### config.mk
export PLATFORM = sky130hd
export DESIGN_NAME = multdiv_issue_ctrl
export DESIGN_NICKNAME = d
export VERILOG_FILES = /design/src/rtl/multdiv_pkg.sv /design/src/rtl/md_wait_counter.sv /design/src/rtl/multdiv_issue_ctrl.sv
export SDC_FILE = /design/constraint.sdc
export NUM_CORES = 1
export LEC_CHECK = 0
export CORE_MARGIN = 2
export CORE_UTILIZATION = 43
export DETAILED_ROUTE_END_ITERATION = 8
export PLACE_DENSITY = 0.85
export SYNTH_ARGS = -nofsm -noshare
export SYNTH_HDL_FRONTEND = slang
export SYNTH_HIERARCHICAL = 1
export SYNTH_SLANG_ARGS = --single-unit
### constraint.sdc
create_clock -name clock -period 2.77 [get_ports clock]
set_input_delay 0.277 -clock clock [delete_from_list [all_inputs] [get_ports clock]]
set_output_delay 0.277 -clock clock [all_outputs]
set_load 0.01 [all_outputs]
### src/rtl/multdiv_pkg.sv
// Shared encodings, default exception codes and a sizing helper for the
// multdiv issue controller.
package multdiv_pkg;

  typedef enum logic [1:0] {
    ST_IDLE  = 2'd0,
    ST_START = 2'd1,
    ST_WAIT  = 2'd2,
    ST_WB    = 2'd3
  } md_state_t;

  localparam logic OP_MULT = 1'b0;
  localparam logic OP_DIV  = 1'b1;

  localparam int EXC_MULT_DEF    = 4;
  localparam int EXC_DIV_DEF     = 5;
  localparam int RSTATUS_REG_DEF = 30;

  function automatic int cnt_width(input int limit);
    return $clog2(limit + 1);
  endfunction

endpackage

### src/rtl/md_wait_counter.sv
// Saturating WAIT-cycle counter: cleared while the start pulse goes out,
// counts each waiting cycle and stops at TIMEOUT.
module md_wait_counter
  import multdiv_pkg::*;
#(
  parameter int TIMEOUT = 64
) (
  input  logic clock,
  input  logic reset,
  input  logic clear,
  input  logic enable,
  output logic cnt_nz,
  output logic cnt_timeout
);

  localparam int W = cnt_width(TIMEOUT);
  localparam logic [W-1:0] LIMIT = W'(TIMEOUT);

  logic [W-1:0] cnt;

  always_ff @(posedge clock) begin
    if (reset || clear) begin
      cnt <= '0;
    end else if (enable && (cnt != LIMIT)) begin
      cnt <= cnt + W'(1);
    end
  end

  assign cnt_nz      = (cnt != '0);
  assign cnt_timeout = (cnt == LIMIT);

endmodule

### src/rtl/multdiv_issue_ctrl.sv
// Issue controller: latches one MULT/DIV request, pulses the multdiv start,
// stalls the pipeline until the result is ready, then issues one writeback.
module multdiv_issue_ctrl
  import multdiv_pkg::*;
#(
  parameter int DATA_W      = 32,
  parameter int REG_W       = 5,
  parameter int RSTATUS_REG = RSTATUS_REG_DEF,
  parameter int EXC_MULT    = EXC_MULT_DEF,
  parameter int EXC_DIV     = EXC_DIV_DEF,
  parameter int TIMEOUT     = 64
) (
  input  logic              clock,
  input  logic              reset,
  input  logic              req_valid,
  input  logic              req_op,
  input  logic [DATA_W-1:0] req_a,
  input  logic [DATA_W-1:0] req_b,
  input  logic [REG_W-1:0]  req_rd,
  output logic              req_ready,
  input  logic              kill,
  output logic              stall,
  output logic [REG_W-1:0]  busy_rd,
  output logic              busy_valid,
  output logic [DATA_W-1:0] md_operandA,
  output logic [DATA_W-1:0] md_operandB,
  output logic              md_ctrl_MULT,
  output logic              md_ctrl_DIV,
  input  logic [DATA_W-1:0] md_result,
  input  logic              md_exception,
  input  logic              md_resultRDY,
  output logic              wb_valid,
  output logic [REG_W-1:0]  wb_rd,
  output logic [DATA_W-1:0] wb_data
);

  localparam logic [REG_W-1:0]  RSTATUS_ADDR  = REG_W'(RSTATUS_REG);
  localparam logic [DATA_W-1:0] EXC_MULT_CODE = DATA_W'(EXC_MULT);
  localparam logic [DATA_W-1:0] EXC_DIV_CODE  = DATA_W'(EXC_DIV);

  md_state_t state;
  logic      op;
  logic      wb_pend;
  logic      cnt_nz;
  logic      cnt_timeout;
  logic      accept;
  logic      rdy_ok;
  logic      exc;

  md_wait_counter #(.TIMEOUT(TIMEOUT)) u_wait_counter (
    .clock       (clock),
    .reset       (reset),
    .clear       (state == ST_START),
    .enable      (state == ST_WAIT),
    .cnt_nz      (cnt_nz),
    .cnt_timeout (cnt_timeout)
  );

  assign accept = (state == ST_IDLE) && req_valid && req_ready && !kill;
  // RDY in the first WAIT cycle may still belong to the previous operation.
  assign rdy_ok = (state == ST_WAIT) && cnt_nz && md_resultRDY;
  assign exc    = rdy_ok ? md_exception : 1'b1;

  assign md_ctrl_MULT = (state == ST_START) && !kill && (op == OP_MULT);
  assign md_ctrl_DIV  = (state == ST_START) && !kill && (op == OP_DIV);
  assign wb_valid     = wb_pend && !kill;

  always_ff @(posedge clock) begin
    if (reset) begin
      state       <= ST_IDLE;
      op          <= OP_MULT;
      busy_rd     <= '0;
      md_operandA <= '0;
      md_operandB <= '0;
      req_ready   <= 1'b0;
      stall       <= 1'b0;
      busy_valid  <= 1'b0;
      wb_pend     <= 1'b0;
      wb_rd       <= '0;
      wb_data     <= '0;
    end else begin
      wb_pend <= 1'b0;
      if ((state != ST_IDLE) && kill) begin
        state      <= ST_IDLE;
        req_ready  <= 1'b1;
        stall      <= 1'b0;
        busy_valid <= 1'b0;
      end else begin
        unique case (state)
          ST_IDLE: begin
            req_ready  <= !accept;
            stall      <= accept;
            busy_valid <= accept;
            if (accept) begin
              state       <= ST_START;
              op          <= req_op;
              busy_rd     <= req_rd;
              md_operandA <= req_a;
              md_operandB <= req_b;
            end
          end
          ST_START: state <= ST_WAIT;
          ST_WAIT: begin
            // A timeout writes the exception code just like a reported exception.
            if (rdy_ok || cnt_timeout) begin
              state   <= ST_WB;
              wb_pend <= exc || (busy_rd != '0);
              wb_rd   <= exc ? RSTATUS_ADDR : busy_rd;
              wb_data <= exc ? ((op == OP_DIV) ? EXC_DIV_CODE : EXC_MULT_CODE) : md_result;
            end
          end
          ST_WB: begin
            state      <= ST_IDLE;
            req_ready  <= 1'b1;
            stall      <= 1'b0;
            busy_valid <= 1'b0;
          end
          default: state <= ST_IDLE;
        endcase
      end
    end
  end

endmodule

---- After elaboration in Yosys (flattened, before gate mapping) ----
Cells that the tools add are included.
storage, ports and cells
  bits in registers ....................... 119
  bits in latches ......................... 0
  RAM bits ................................ 0
  memory bits (read-only) ................. 0
  bits of input ports ..................... 108
  output and inout bits ................... 112
  word-level logic and storage cells ...... 60
  memories ................................ 0
cells by class
  add/sub/neg operators ................... 1
  multipliers ............................. 0
  div/mod/pow operators ................... 0
  order comparisons ....................... 0
  equal/unequal tests ..................... 7
  shifts and indexed selects .............. 0
  multiplexer cells ....................... 10
  bitwise gates (word level) .............. 4
  reductions and logical operators ........ 27
operators by type and width
  cell                                                  count
  two-way mux 32 bit                                    1
  logical AND 1 bit                                     11
  case mux 2 bit (4 select lines)                       1
  adder 7 x 1 -> 7 bit (second input constant)          1
  equality test 7 bit (second input constant)           1
  != test 7 bit (second input constant)                 1
  nonzero test 7 bit                                    1
  AND reduction 3 bit                                   2
  two-way mux 5 bit                                     1
  nonzero test 5 bit                                    1
  equality test 2 bit (second input constant)           2
  two-way mux 2 bit                                     2
  != test 2 bit (second input constant)                 2
  inverter 1 bit                                        4
  case mux 1 bit (2 select lines)                       2
  nonzero test 2 bit                                    2
  OR reduction 4 bit                                    1
  logical OR 1 bit                                      3
  two-way mux 1 bit                                     3
  nonzero test 3 bit                                    1
  equality test 2 x 1 -> 1 bit (second input constant)  1
  zero test 1 bit                                       2
  zero test 2 bit                                       1
  AND reduction 2 bit                                   1
  OR reduction 2 bit                                    1

---- Logic depth before layout (Yosys ltp) ----
Gate-level depths: netlist of run 1.
  depth after elaboration ................. 7
  mapped depth ............................ 10

---- By module ----
Netlist of run 1, hierarchy kept.
by module, submodules not included
  module              times used  cells an instance  area each (um^2)  sequential area each (um^2)
  multdiv_issue_ctrl  1           509                4097.7            2242.2
  md_wait_counter     1           44                 374.1             140.1

---- Least setup slack after synthesis of run 1 ----
OpenSTA, ideal clock, no wires.
  path type ............................... flip-flop to flip-flop
  start ................................... reg u_wait_counter.cnt[0]
  end ..................................... reg wb_data[23]
  setup time .............................. 0.132 ns
  data arrival time ....................... 1.715 ns
  path slack .............................. 0.922 ns
  cell stages (with the launch flop) ...... 11
  buffers on the path ..................... 2
  period minus slack after synthesis ...... 1.848 ns
  path through ............................ dfxtp_1 > inv_1 > ha_1 > nor4b_4 > and3_1 > a21oi_1 > or3_1 > buf_6 > buf_6 > nand2_1 > a21oi_1
between the ends
  elaborated cells between the ends (all ways) .. 8
  those cells by class .................... 1 x eq/ne; 2 x mux; 5 x reduce/logical
RTL lines
  item                                  RTL line                   RTL
  from (decl)                           md_wait_counter.sv:19      logic [W-1:0] cnt;
  from (signal assigned)                md_wait_counter.sv:25      cnt <= cnt + W'(1);
  equality test 7 bit                   md_wait_counter.sv:30      assign cnt_timeout = (cnt == LIMIT);
  via cnt_timeout                       multdiv_issue_ctrl.sv:45   logic cnt_timeout;
  logical OR 1 bit                      multdiv_issue_ctrl.sv:105  if (rdy_ok || cnt_timeout) begin
  AND reduction 3 bit (no source line)  -
  to (signal assigned)                  multdiv_issue_ctrl.sv:109  wb_data <= exc ? ((op == OP_DIV) ? EXC_DIV_CODE : EXC_MULT_CODE) : md_result;
  to (decl)                             multdiv_issue_ctrl.sv:34   output logic [DATA_W-1:0] wb_data
The timed path passes the listed nets, and every way through them passes these cells.
A chain may end at the register's enable or synchronous reset.

---- Worst setup path in the final report of run 1 ----
  start ................................... reg u_wait_counter.cnt[0]
  end ..................................... reg wb_data[13]
Same word-level chain as after synthesis.

==> impl_results.md, run 1 <==
* Outcome: finished, final reports clean
* Wire length of the first global-routing pass at 21800 µm
* Post-cts resize count at 0
* Clk sink count at 119
* Total global-route track usage at 24.2%
* Worst ir drop on vdd at 422 µV
* Die Ht at 106 µm
* Net count, final at 873
* Warnings, synthesis at 6
* Leftover overflow at the end of global routing at 0
* ANT nets after route at 0
* Class of the tightest hold or removal check: input pin to flop
* Number of post-CTS setup repair buffers at 0
* Clk root buf: sky130_fd_sc_hd__clkbuf_8
* Via-to-Cell Ratio at 4.97
* HPWL after DPL at 9810 µm
* Number of standard cells in the layout, taps in and fillers out at 908
* Total power after layout at 4.88 mW
* Type of element launching the critical path: flop
* Final total negative setup slack at 0 ns
* Cells along the critical path: inv_1 > ha_1 > nor4b_4 > and3_1 > a21oi_1 > or3_1 > buf_4 > nand2_1 > a21oi_1
* Slowest stage delay, CP at 0.51 ns
* Chip Width at 106 µm
* Number of global-route vias before repair at 4561
* Max Freq at 411 MHz
* Max-slew violations at 0
* Crit path time final at 2.43 ns
* Actual transition at the worst max-transition pin at 0.738 ns
* Sum of routed wire length over all layers at 13500 µm
* Leading area contributor after synthesis: sky130_fd_sc_hd__dfxtp_1
* Final Cell Area at 7320 µm²
* Top cell family by delay on the critical path: simple AND/OR/NAND/NOR gates
* Arrival time at the worst endpoint at 2.86 ns
* Weighted congestion reported at the end of routability-driven placement at 0.883
* Area of the die at 11200 µm²
* Drt drc at 0
* End point of the worst hold path: md_operandA[29]
* H-tree lvl count at 4
* WP buf/inv at 2
* Hold-critical path depth at 3
* Post-CTS clock slew at the launch and capture registers of the worst setup and hold paths at 0.06 ns
* Type of the worst setup path: flop to flop
* Port Buffer Count at 219
* Layout Area Growth over Synthesis at 63.8%
* Leading cell types in the layout, fill and taps excluded: sky130_fd_sc_hd__clkdlybuf4s50_1 (218), sky130_fd_sc_hd__nand2_1 (183), sky130_fd_sc_hd__dfxtp_1 (119)
* Core region area at 10200 µm²
* Post-synthesis average cell area at 8.09 µm²
* Placed insts at 876
* Sequential fraction of the synthesis area at 53.3%
* Endpoint type of the worst setup path: flop
* Library cell contributing the largest single delay on the critical path: sky130_fd_sc_hd__or3_1
* #FFs+latches synth at 119
* Count of pins on the block boundary at 220
* Vias after detailed routing at 4517
* Top fanout value on the critical path at 15
* Most area-consuming cells after synthesis: sky130_fd_sc_hd__dfxtp_1 (53%), sky130_fd_sc_hd__nand2_1 (15%), sky130_fd_sc_hd__a21oi_1 (12%)
* Area of the multi-input gates at 1860 µm²
* # rows at 37
* Worst R2R Path Depth at 9
* Placed instance area at 6710 µm²
* Pin count of the biggest net entering global routing at 72
* Post-CTS Hold Fix Bufs at 0
* Critical path required time at 3.19 ns
* Startpoint of the tightest hold check path: req_a[29]
* Routed wire length per instance at 14.8 µm
* Unrepaired setup endpoints after global routing: no
* Initial core utilization at 43.7%
* Number of library cell types mapped by synthesis at 36
* RR Endpoint: wb_data[13]
* Yosys top cell area share at 53.3%
* Netlist area before placement at 4470 µm²
* Max-cap check violation count at 0
* Number of antenna violations at the first check in global routing at 0
* Power density normalized to cell area at 666 nW/µm²
* EDFF count, synth at 0
* Inserted Clock Buffers at 17
* Count of fill cells added during filler insertion at 771
* P_leak at 2.55 nW
* Number of buffers on the longest clock path at 2
* Clock tree from TritonCTS: done
* Endpoints failing setup at 0
* Endpoints failing hold at 0
* Syn Nets at 667
* Clock latency reported for the late side of the worst-skew pair at 0.50 ns
* Top cell by count, worst path: sky130_fd_sc_hd__a21oi_1
* Initial DRT Pass Iterations at 4
* Sequential standard cell area at 2380 µm²
* Worst reg-to-reg setup slack at 0.34 ns
* Cells after synthesis at 553
* Max_slew headroom at 50.8%
* Setup Skew at 0.0134 ns
* Number of antenna repair diodes at 0
* Startpoint of the worst-slack reg-to-reg timing path: u_wait_counter/cnt[0]
* Starting DRC count in detailed routing at 223
* Share of flip-flops with an asynchronous set or reset after synthesis at 0%
* Most common library cell in the layout ignoring fill and taps: sky130_fd_sc_hd__clkdlybuf4s50_1
* Share of final-layout standard cells stronger than drive strength 1 at 6.09%
* Leading register cell type out of synthesis: sky130_fd_sc_hd__dfxtp_1
* Fin crit share at 87.8%
registers in the layout (all words and copies together), names as in the netlist:
name and cells:
md_operandA 32, busy_rd 5, req_ready 1, md_operandB 32, wb_rd 5, wb_data 32, wb_pend 1, busy_valid 1
op 1, state 2, u_wait_counter/cnt 7
cells by family (layout without fill, tap and decap cells):
group                    Yosys count  in the layout  share of synthesized area [%]
multiplexers                       3              3                          0.672
buffers and inverters             48            267                           5.43
adder cells (fa/ha/maj)            6              6                           1.68
AND/OR/NAND/NOR                  259            259                           25.0
flip-flops                       119            119                           53.3
AO/OA/AOI/OAI                    116            116                           13.6
XOR/XNOR                           2              2                          0.392
Yosys cell counts, types with 2 or more instances:
master / number
sky130_fd_sc_hd__xor2_1: 2
sky130_fd_sc_hd__nor2_1: 14
sky130_fd_sc_hd__buf_4: 2
sky130_fd_sc_hd__ha_1: 6
sky130_fd_sc_hd__clkbuf_1: 16
sky130_fd_sc_hd__dfxtp_1: 119
sky130_fd_sc_hd__nand2_1: 183
sky130_fd_sc_hd__buf_1: 4
sky130_fd_sc_hd__nand3_1: 32
sky130_fd_sc_hd__nor3_2: 2
sky130_fd_sc_hd__a21oi_1: 107
sky130_fd_sc_hd__buf_6: 5
sky130_fd_sc_hd__nor4_1: 2
sky130_fd_sc_hd__buf_2: 14
sky130_fd_sc_hd__mux2i_1: 3
sky130_fd_sc_hd__nor3_1: 11
sky130_fd_sc_hd__or3_1: 4
sky130_fd_sc_hd__o21ai_0: 3
sky130_fd_sc_hd__inv_1: 7
worst min-delay path, cell delays in order:
cell	delay, ns
sky130_fd_sc_hd__clkdlybuf4s50_1	0.39
sky130_fd_sc_hd__nand2_1	0.05
sky130_fd_sc_hd__a21oi_1	0.05
stage by stage:
step | utilization (%) | setup slack, ns | hold slack [ns]
final | 71.6 | 0.338 | 0.317
after global routing | 71.6 | 0.144 | 0.306
after CTS | 71.6 | 0.326 | 0.294
after detailed placement | 65.6 | 0.369 | 0.443
after global placement | 65.6 | 0.529 | 0.436
after floorplan | - | 0.922 | 0.413
area by class of cell:
class | count | area share, %
Timing Repair Buffer | 228 | 31.0
Clock inverter | 8 | 1.96
Multi-Input combinational cell | 386 | 25.4
Tap cell | 136 | 2.32
Inverter | 7 | 0.359
Sequential cell | 119 | 32.5
Clock buffer | 24 | 6.42
worst max path at each step:
stage | start | end | slack, ns | cells past startpoint
floorplan | u_wait_counter/cnt[0] | wb_data[23] | 0.92 | 10
global placement | u_wait_counter/cnt[0] | wb_data[28] | 0.53 | 9
detailed placement | u_wait_counter/cnt[0] | wb_data[13] | 0.37 | 9
CTS | u_wait_counter/cnt[0] | wb_data[13] | 0.33 | 9
global route | u_wait_counter/cnt[0] | wb_data[13] | 0.14 | 9
finish | u_wait_counter/cnt[0] | wb_data[13] | 0.34 | 9
power by group:
part           switching (mW)  leakage [nW]  total (mW)  internal [mW]
Combinational           0.379          1.29       0.769          0.390
Sequential             0.0572         0.963        1.86           1.80
Clock                   0.722         0.303        2.25           1.53
metal layers:
metal  part of all wire, %  GRT usage (%)  vias to the layer above
li1                      -              -                     2247
met1                    38           27.0                     2073
met2                    51           42.1                      183
met3                   8.5           8.83                       14
met4                   1.7           9.49                        0
met5                     0              0                        -
Note: power is estimated with default switching activity, not from simulation.
==> run 2, diff against run 1 <==
--- a/config.mk
+++ b/config.mk
@@ -5,9 +5,9 @@
 export SDC_FILE = /design/constraint.sdc
 export NUM_CORES = 1
 export LEC_CHECK = 0
-export CORE_MARGIN = 2
 export CORE_UTILIZATION = 43
 export DETAILED_ROUTE_END_ITERATION = 8
+export HOLD_SLACK_MARGIN = 0.15
 export PLACE_DENSITY = 0.85
 export SYNTH_ARGS = -nofsm -noshare
 export SYNTH_HDL_FRONTEND = slang
==> impl_results.md, run 2 (same netlist as run 1, synthesis figures left out) <==
* # rows at 36 (-2.7%)
* Layout Area Growth over Synthesis at 63.7% (about the same)
* Post-CTS Hold Fix Bufs at 0 (unchanged)
* Critical path required time at 2.49 ns (-0.70 ns)
* Leading registers by flop count: md_operandA: 32 flops, md_operandB: 32 flops, wb_data: 32 flops
* Clk root buf: sky130_fd_sc_hd__clkbuf_8
* Via-to-Cell Ratio at 5.00 (+0.51%)
* Die Ht at 104 µm (-1.9%)
* Setup Skew at 0.00747 ns (-0.00590 ns)
* Fin crit share at 80.6% (-7.2 points)
* Sum of routed wire length over all layers at 13000 µm (-3.6%)
* Pin count of the biggest net entering global routing at 74 (+2.8%)
* Total global-route track usage at 24.7% (+0.45 points)
* Inserted Clock Buffers at 17 (unchanged)
* Share of final-layout standard cells stronger than drive strength 1 at 6.11% (+0.024 points)
* Core region area at 9910 µm² (-3.1%)
* Clock tree from TritonCTS: done
* Initial core utilization at 45.1% (+1.4 points)
* Net count, final at 871 (-0.23%)
* Crit path time final at 2.23 ns (-0.199 ns)
* Top fanout value on the critical path at 4 (-11)
* Port Buffer Count at 219 (unchanged)
* Power density normalized to cell area at 662 nW/µm² (-0.61%)
* Chip Width at 104 µm (-1.9%)
* Max Freq at 448 MHz (+8.9%)
* ANT nets after route at 0 (unchanged)
* Number of buffers on the longest clock path at 2 (unchanged)
* Number of antenna violations at the first check in global routing at 0 (unchanged)
* Total power after layout at 4.84 mW (-0.67%)
* Initial DRT Pass Iterations at 4 (unchanged)
* HPWL after DPL at 9260 µm (-5.6%)
* Count of pins on the block boundary at 220 (unchanged)
* H-tree lvl count at 4 (unchanged)
* Endpoint type of the worst setup path: output port
* Wire length of the first global-routing pass at 21500 µm (-1.7%)
* Type of element launching the critical path: flop
* P_leak at 2.55 nW (-0.24%)
* Max-slew violations at 0 (unchanged)
* Class of the tightest hold or removal check: input pin to flop
* Weighted congestion reported at the end of routability-driven placement at 0.844 (-4.4%)
* Outcome: finished, final reports clean
* Max_slew headroom at 49.5% (-1.3 points)
* Endpoints failing hold at 0 (unchanged)
* Number of antenna repair diodes at 0 (unchanged)
* Drt drc at 0 (unchanged)
* Area of the die at 10800 µm² (-3.7%)
* Endpoints failing setup at 0 (unchanged)
* Routed wire length per instance at 14.4 µm (-2.9%)
* Vias after detailed routing at 4510 (-0.15%)
* Most common library cell in the layout ignoring fill and taps: sky130_fd_sc_hd__clkdlybuf4s50_1
* Worst ir drop on vdd at 405 µV (-4.2%)
* Type of the worst setup path: flop to output port
* Post-CTS clock slew at the launch and capture registers of the worst setup and hold paths at 0.05 ns (about the same)
* Leftover overflow at the end of global routing at 0 (unchanged)
* Unrepaired setup endpoints after global routing: no
* Arrival time at the worst endpoint at 1.96 ns (-0.90 ns)
* Starting DRC count in detailed routing at 186 (-17%)
* Max-cap check violation count at 0 (unchanged)
* Actual transition at the worst max-transition pin at 0.757 ns (+0.0194 ns)
* Number of global-route vias before repair at 4460 (-2.2%)
* Clock latency reported for the late side of the worst-skew pair at 0.50 ns (about the same)
* Clk sink count at 119 (unchanged)
* Post-cts resize count at 0 (unchanged)
* Number of post-CTS setup repair buffers at 0 (unchanged)
* Final total negative setup slack at 0 ns (unchanged)
* Leading cell types in the layout, fill and taps excluded: sky130_fd_sc_hd__clkdlybuf4s50_1 (218), sky130_fd_sc_hd__nand2_1 (183), sky130_fd_sc_hd__dfxtp_1 (119)
run 2: path summary, 6_finish.rpt:
check / start / to / slack (ns) / cells past startpoint
setup / recovery: state[1] / md_ctrl_MULT / 0.54 / 4
hold / removal: req_b[14] / md_operandB[14] / 0.32 / 3
setup reg to reg: u_wait_counter/cnt[0] / wb_data[12] / 0.60 / 9
hold reg to reg: wb_data[6] / wb_data[6] / 0.45 / 2
run 2: report_power, final:
group	switching, mW	total (mW)	internal, mW
logic	0.369	0.762	0.393
registers	0.0556	1.86	1.80
clock network	0.722	2.23	1.51
run 2: final cells by class:
class | instances | area, µm²
sequential | 119 | 2380
fill | 721 | 2590
clock buffer | 24 | 500
timing repair buffer | 226 | 2270
inverter | 7 | 26.3
tap | 133 | 166
multi-input combinational | 386 | 1860
clock inverter | 7 | 115
run 2: routing by layer:
layer,share of wire [%],global-route usage [%],up-vias
met4,1.7,9.90,0
met5,0,0,-
met1,41,27.5,2084
met2,50,42.7,175
li1,-,-,2235
met3,7.7,8.90,16
run 2: per-stage QoR:
stage / util (%) / cells / instance area [µm²] / hold slack [ns] / worst slack (ns)
floorplan: - / 553 / 4470 / 0.413 / 0.922
CTS: 73.9 / 902 / 7320 / 0.298 / 0.501
finish: 73.9 / 902 / 7320 / 0.320 / 0.537
global route: 73.9 / 902 / 7320 / 0.299 / 0.378
global placement: 67.6 / 871 / 6700 / 0.436 / 0.704
detailed placement: 67.6 / 871 / 6700 / 0.446 / 0.615
run 2: worst max-delay path, stage by stage (launching register included):
cell and delay (ns):
sky130_fd_sc_hd__dfxtp_1 0.34, sky130_fd_sc_hd__inv_1 0.09, sky130_fd_sc_hd__ha_1 0.24, sky130_fd_sc_hd__nor3b_1 0.20, sky130_fd_sc_hd__clkdlybuf4s50_1 0.58
==> run 3, diff against run 2 <==
--- a/config.mk
+++ b/config.mk
@@ -5,10 +5,10 @@
 export SDC_FILE = /design/constraint.sdc
 export NUM_CORES = 1
 export LEC_CHECK = 0
-export CORE_UTILIZATION = 43
+export CORE_UTILIZATION = 40
 export DETAILED_ROUTE_END_ITERATION = 8
 export HOLD_SLACK_MARGIN = 0.15
-export PLACE_DENSITY = 0.85
+export PLACE_DENSITY = 0.8
 export SYNTH_ARGS = -nofsm -noshare
 export SYNTH_HDL_FRONTEND = slang
 export SYNTH_HIERARCHICAL = 1
==> constraint.sdc (replaced) <==
create_clock -name clock -period 2.3 [get_ports clock]
set_input_delay 0.23 -clock clock [delete_from_list [all_inputs] [get_ports clock]]
set_output_delay 0.23 -clock clock [all_outputs]
set_load 0.01 [all_outputs]
==> impl_results.md, run 3 (same netlist as run 1, synthesis figures left out) <==
* Outcome: finished, final reports clean
* Total global-route track usage at 22.3% (-2.3 points)
* Post-CTS Hold Fix Bufs at 0 (unchanged)
* Fin crit share at 93.1%
* Arrival time at the worst endpoint at 2.50 ns (+0.54 ns)
* Leftover overflow at the end of global routing at 0 (unchanged)
* Endpoints failing hold at 0 (unchanged)
* Class of the tightest hold or removal check: input pin to flop
* Max_slew headroom at 59.1% (+9.6 points)
* Max-slew violations at 0 (unchanged)
* Number of antenna repair diodes at 0 (unchanged)
* Wire length of the first global-routing pass at 20300 µm (-5.2%)
* Core region area at 10900 µm² (+9.9%)
* Max Freq at 467 MHz
* Leading cell types in the layout, fill and taps excluded: sky130_fd_sc_hd__clkdlybuf4s50_1 (217), sky130_fd_sc_hd__nand2_1 (183), sky130_fd_sc_hd__dfxtp_1 (119)
* Drt drc at 0 (unchanged)
* Final total negative setup slack at 0 ns (unchanged)
* Vias after detailed routing at 4577 (+1.5%)
* Number of antenna violations at the first check in global routing at 0 (unchanged)
* Most common library cell in the layout ignoring fill and taps: sky130_fd_sc_hd__clkdlybuf4s50_1
* Number of global-route vias before repair at 4348 (-2.5%)
* Clock latency reported for the late side of the worst-skew pair at 0.51 ns (about the same)
* Type of element launching the critical path: flop
* Crit path time final at 2.14 ns
* Type of the worst setup path: flop to flop
* Number of buffers on the longest clock path at 2 (unchanged)
* Area of the die at 11600 µm² (+7.4%)
* Count of pins on the block boundary at 220 (unchanged)
* Sum of routed wire length over all layers at 12900 µm (-0.44%)
* Die Ht at 108 µm (+3.6%)
* Endpoints failing setup at 0 (unchanged)
* Inserted Clock Buffers at 17 (unchanged)
* Clk sink count at 119 (unchanged)
* Chip Width at 108 µm (+3.6%)
* Routed wire length per instance at 14.1 µm (-1.7%)
* Layout Area Growth over Synthesis at 63.3%
* Power density normalized to cell area at 768 nW/µm² (+16%)
* Pin count of the biggest net entering global routing at 60 (-19%)
* Number of post-CTS setup repair buffers at 0 (unchanged)
* P_leak at 2.56 nW (+0.41%)
* Leading registers by flop count: md_operandA: 32 flops, md_operandB: 32 flops, wb_data: 32 flops
* Via-to-Cell Ratio at 5.01 (+0.15%)
* Clock tree from TritonCTS: done
* Net count, final at 875 (+0.46%)
* Setup Skew at 0.00791 ns (+0.000434 ns)
* Starting DRC count in detailed routing at 314 (+69%)
* Weighted congestion reported at the end of routability-driven placement at 0.783 (-7.2%)
* Top fanout value on the critical path at 31 (+27)
* ANT nets after route at 0 (unchanged)
* Final core utilization at 67.1% (-6.8 points)
* Post-CTS clock slew at the launch and capture registers of the worst setup and hold paths at 0.06 ns (about the same)
* Initial core utilization at 41.1% (-4.1 points)
* Actual transition at the worst max-transition pin at 0.613 ns (-0.144 ns)
* Critical path required time at 2.66 ns (+0.17 ns)
* Share of final-layout standard cells stronger than drive strength 1 at 6.85% (+0.74 points)
* Count of fill cells added during filler insertion at 878 (+22%)
* Port Buffer Count at 219 (unchanged)
* Max-cap check violation count at 0 (unchanged)
* Worst ir drop on vdd at 382 µV (-5.6%)
* H-tree lvl count at 4 (unchanged)
* Initial DRT Pass Iterations at 5 (+1)
* Endpoint type of the worst setup path: flop
* HPWL after DPL at 9140 µm (-1.3%)
* Unrepaired setup endpoints after global routing: no
* Clk root buf: sky130_fd_sc_hd__clkbuf_8
* # rows at 38 (+5.6%)
## run 3: path summary, 6_finish.rpt
| path | startpoint | slack, ns | endpoint | depth (start not counted) |
|---|---|---|---|---|
| max | u_wait_counter/cnt[0] | 0.16 | wb_data[23] | 9 |
| min | reset | 0.24 | md_operandB[16] | 2 |
| max reg2reg | u_wait_counter/cnt[0] | 0.16 | wb_data[23] | 9 |
| min reg2reg | md_operandB[13] | 0.45 | md_operandB[13] | 2 |
## run 3: stage by stage
step	power [mW]	cells	worst slack (ns)	hold WS, ns	area (µm²)
final	5.61	914	0.159	0.239	7300
after global routing	5.87	914	0.0327	0.248	7300
after CTS	5.67	914	0.0370	0.219	7290
after detailed placement	3.19	882	0.0428	0.447	6730
after global placement	3.16	882	0.172	0.436	6730
after floorplan	2.71	553	0.452	0.366	4470
## run 3: where the power goes
part	internal [mW]	total [mW]	switching (mW)	leakage, nW
clock	1.56	2.47	0.907	0.277
sequential	2.17	2.23	0.0674	0.963
combinational	0.469	0.912	0.443	1.32
total	4.19	5.61	1.42	2.56
## run 3: per-layer routing
layer / share of wire [%] / wire, µm / global-route usage [%] / vias up
met4: 1.3 / 168 / 7.63 / 0
li1: - / - / - / 2252
met2: 49 / 6350 / 38.3 / 193
met5: 0 / 0 / 0 / -
met3: 9.0 / 1170 / 8.84 / 14
met1: 40 / 5230 / 25.1 / 2118
## run 3: cell type report
type,instances,area [µm²],area share [%]
Sequential cell,119,2380,32.6
Timing Repair Buffer,230,2290,31.4
Clock inverter,13,131,1.80
Inverter,7,26.3,0.360
Clock buffer,19,432,5.91
Tap cell,140,175,2.40
Multi-Input combinational cell,386,1860,25.5
## run 3: repair_timing
item / CTS / global route
setup endpoints to repair: 0 / 31
resized for setup: 0 / 3
endpoints found under the hold margin: 0 / 0
## run 3: critical path: stages, from the launching register on
cell,delay [ns]
sky130_fd_sc_hd__dfxtp_1,0.33
sky130_fd_sc_hd__inv_1,0.08
sky130_fd_sc_hd__ha_1,0.14
sky130_fd_sc_hd__nor4b_4,0.27
sky130_fd_sc_hd__and3_1,0.23
sky130_fd_sc_hd__a21oi_2,0.07
sky130_fd_sc_hd__or3_1,0.47
sky130_fd_sc_hd__buf_6,0.24
sky130_fd_sc_hd__nand2_1,0.10
sky130_fd_sc_hd__a21oi_1,0.06
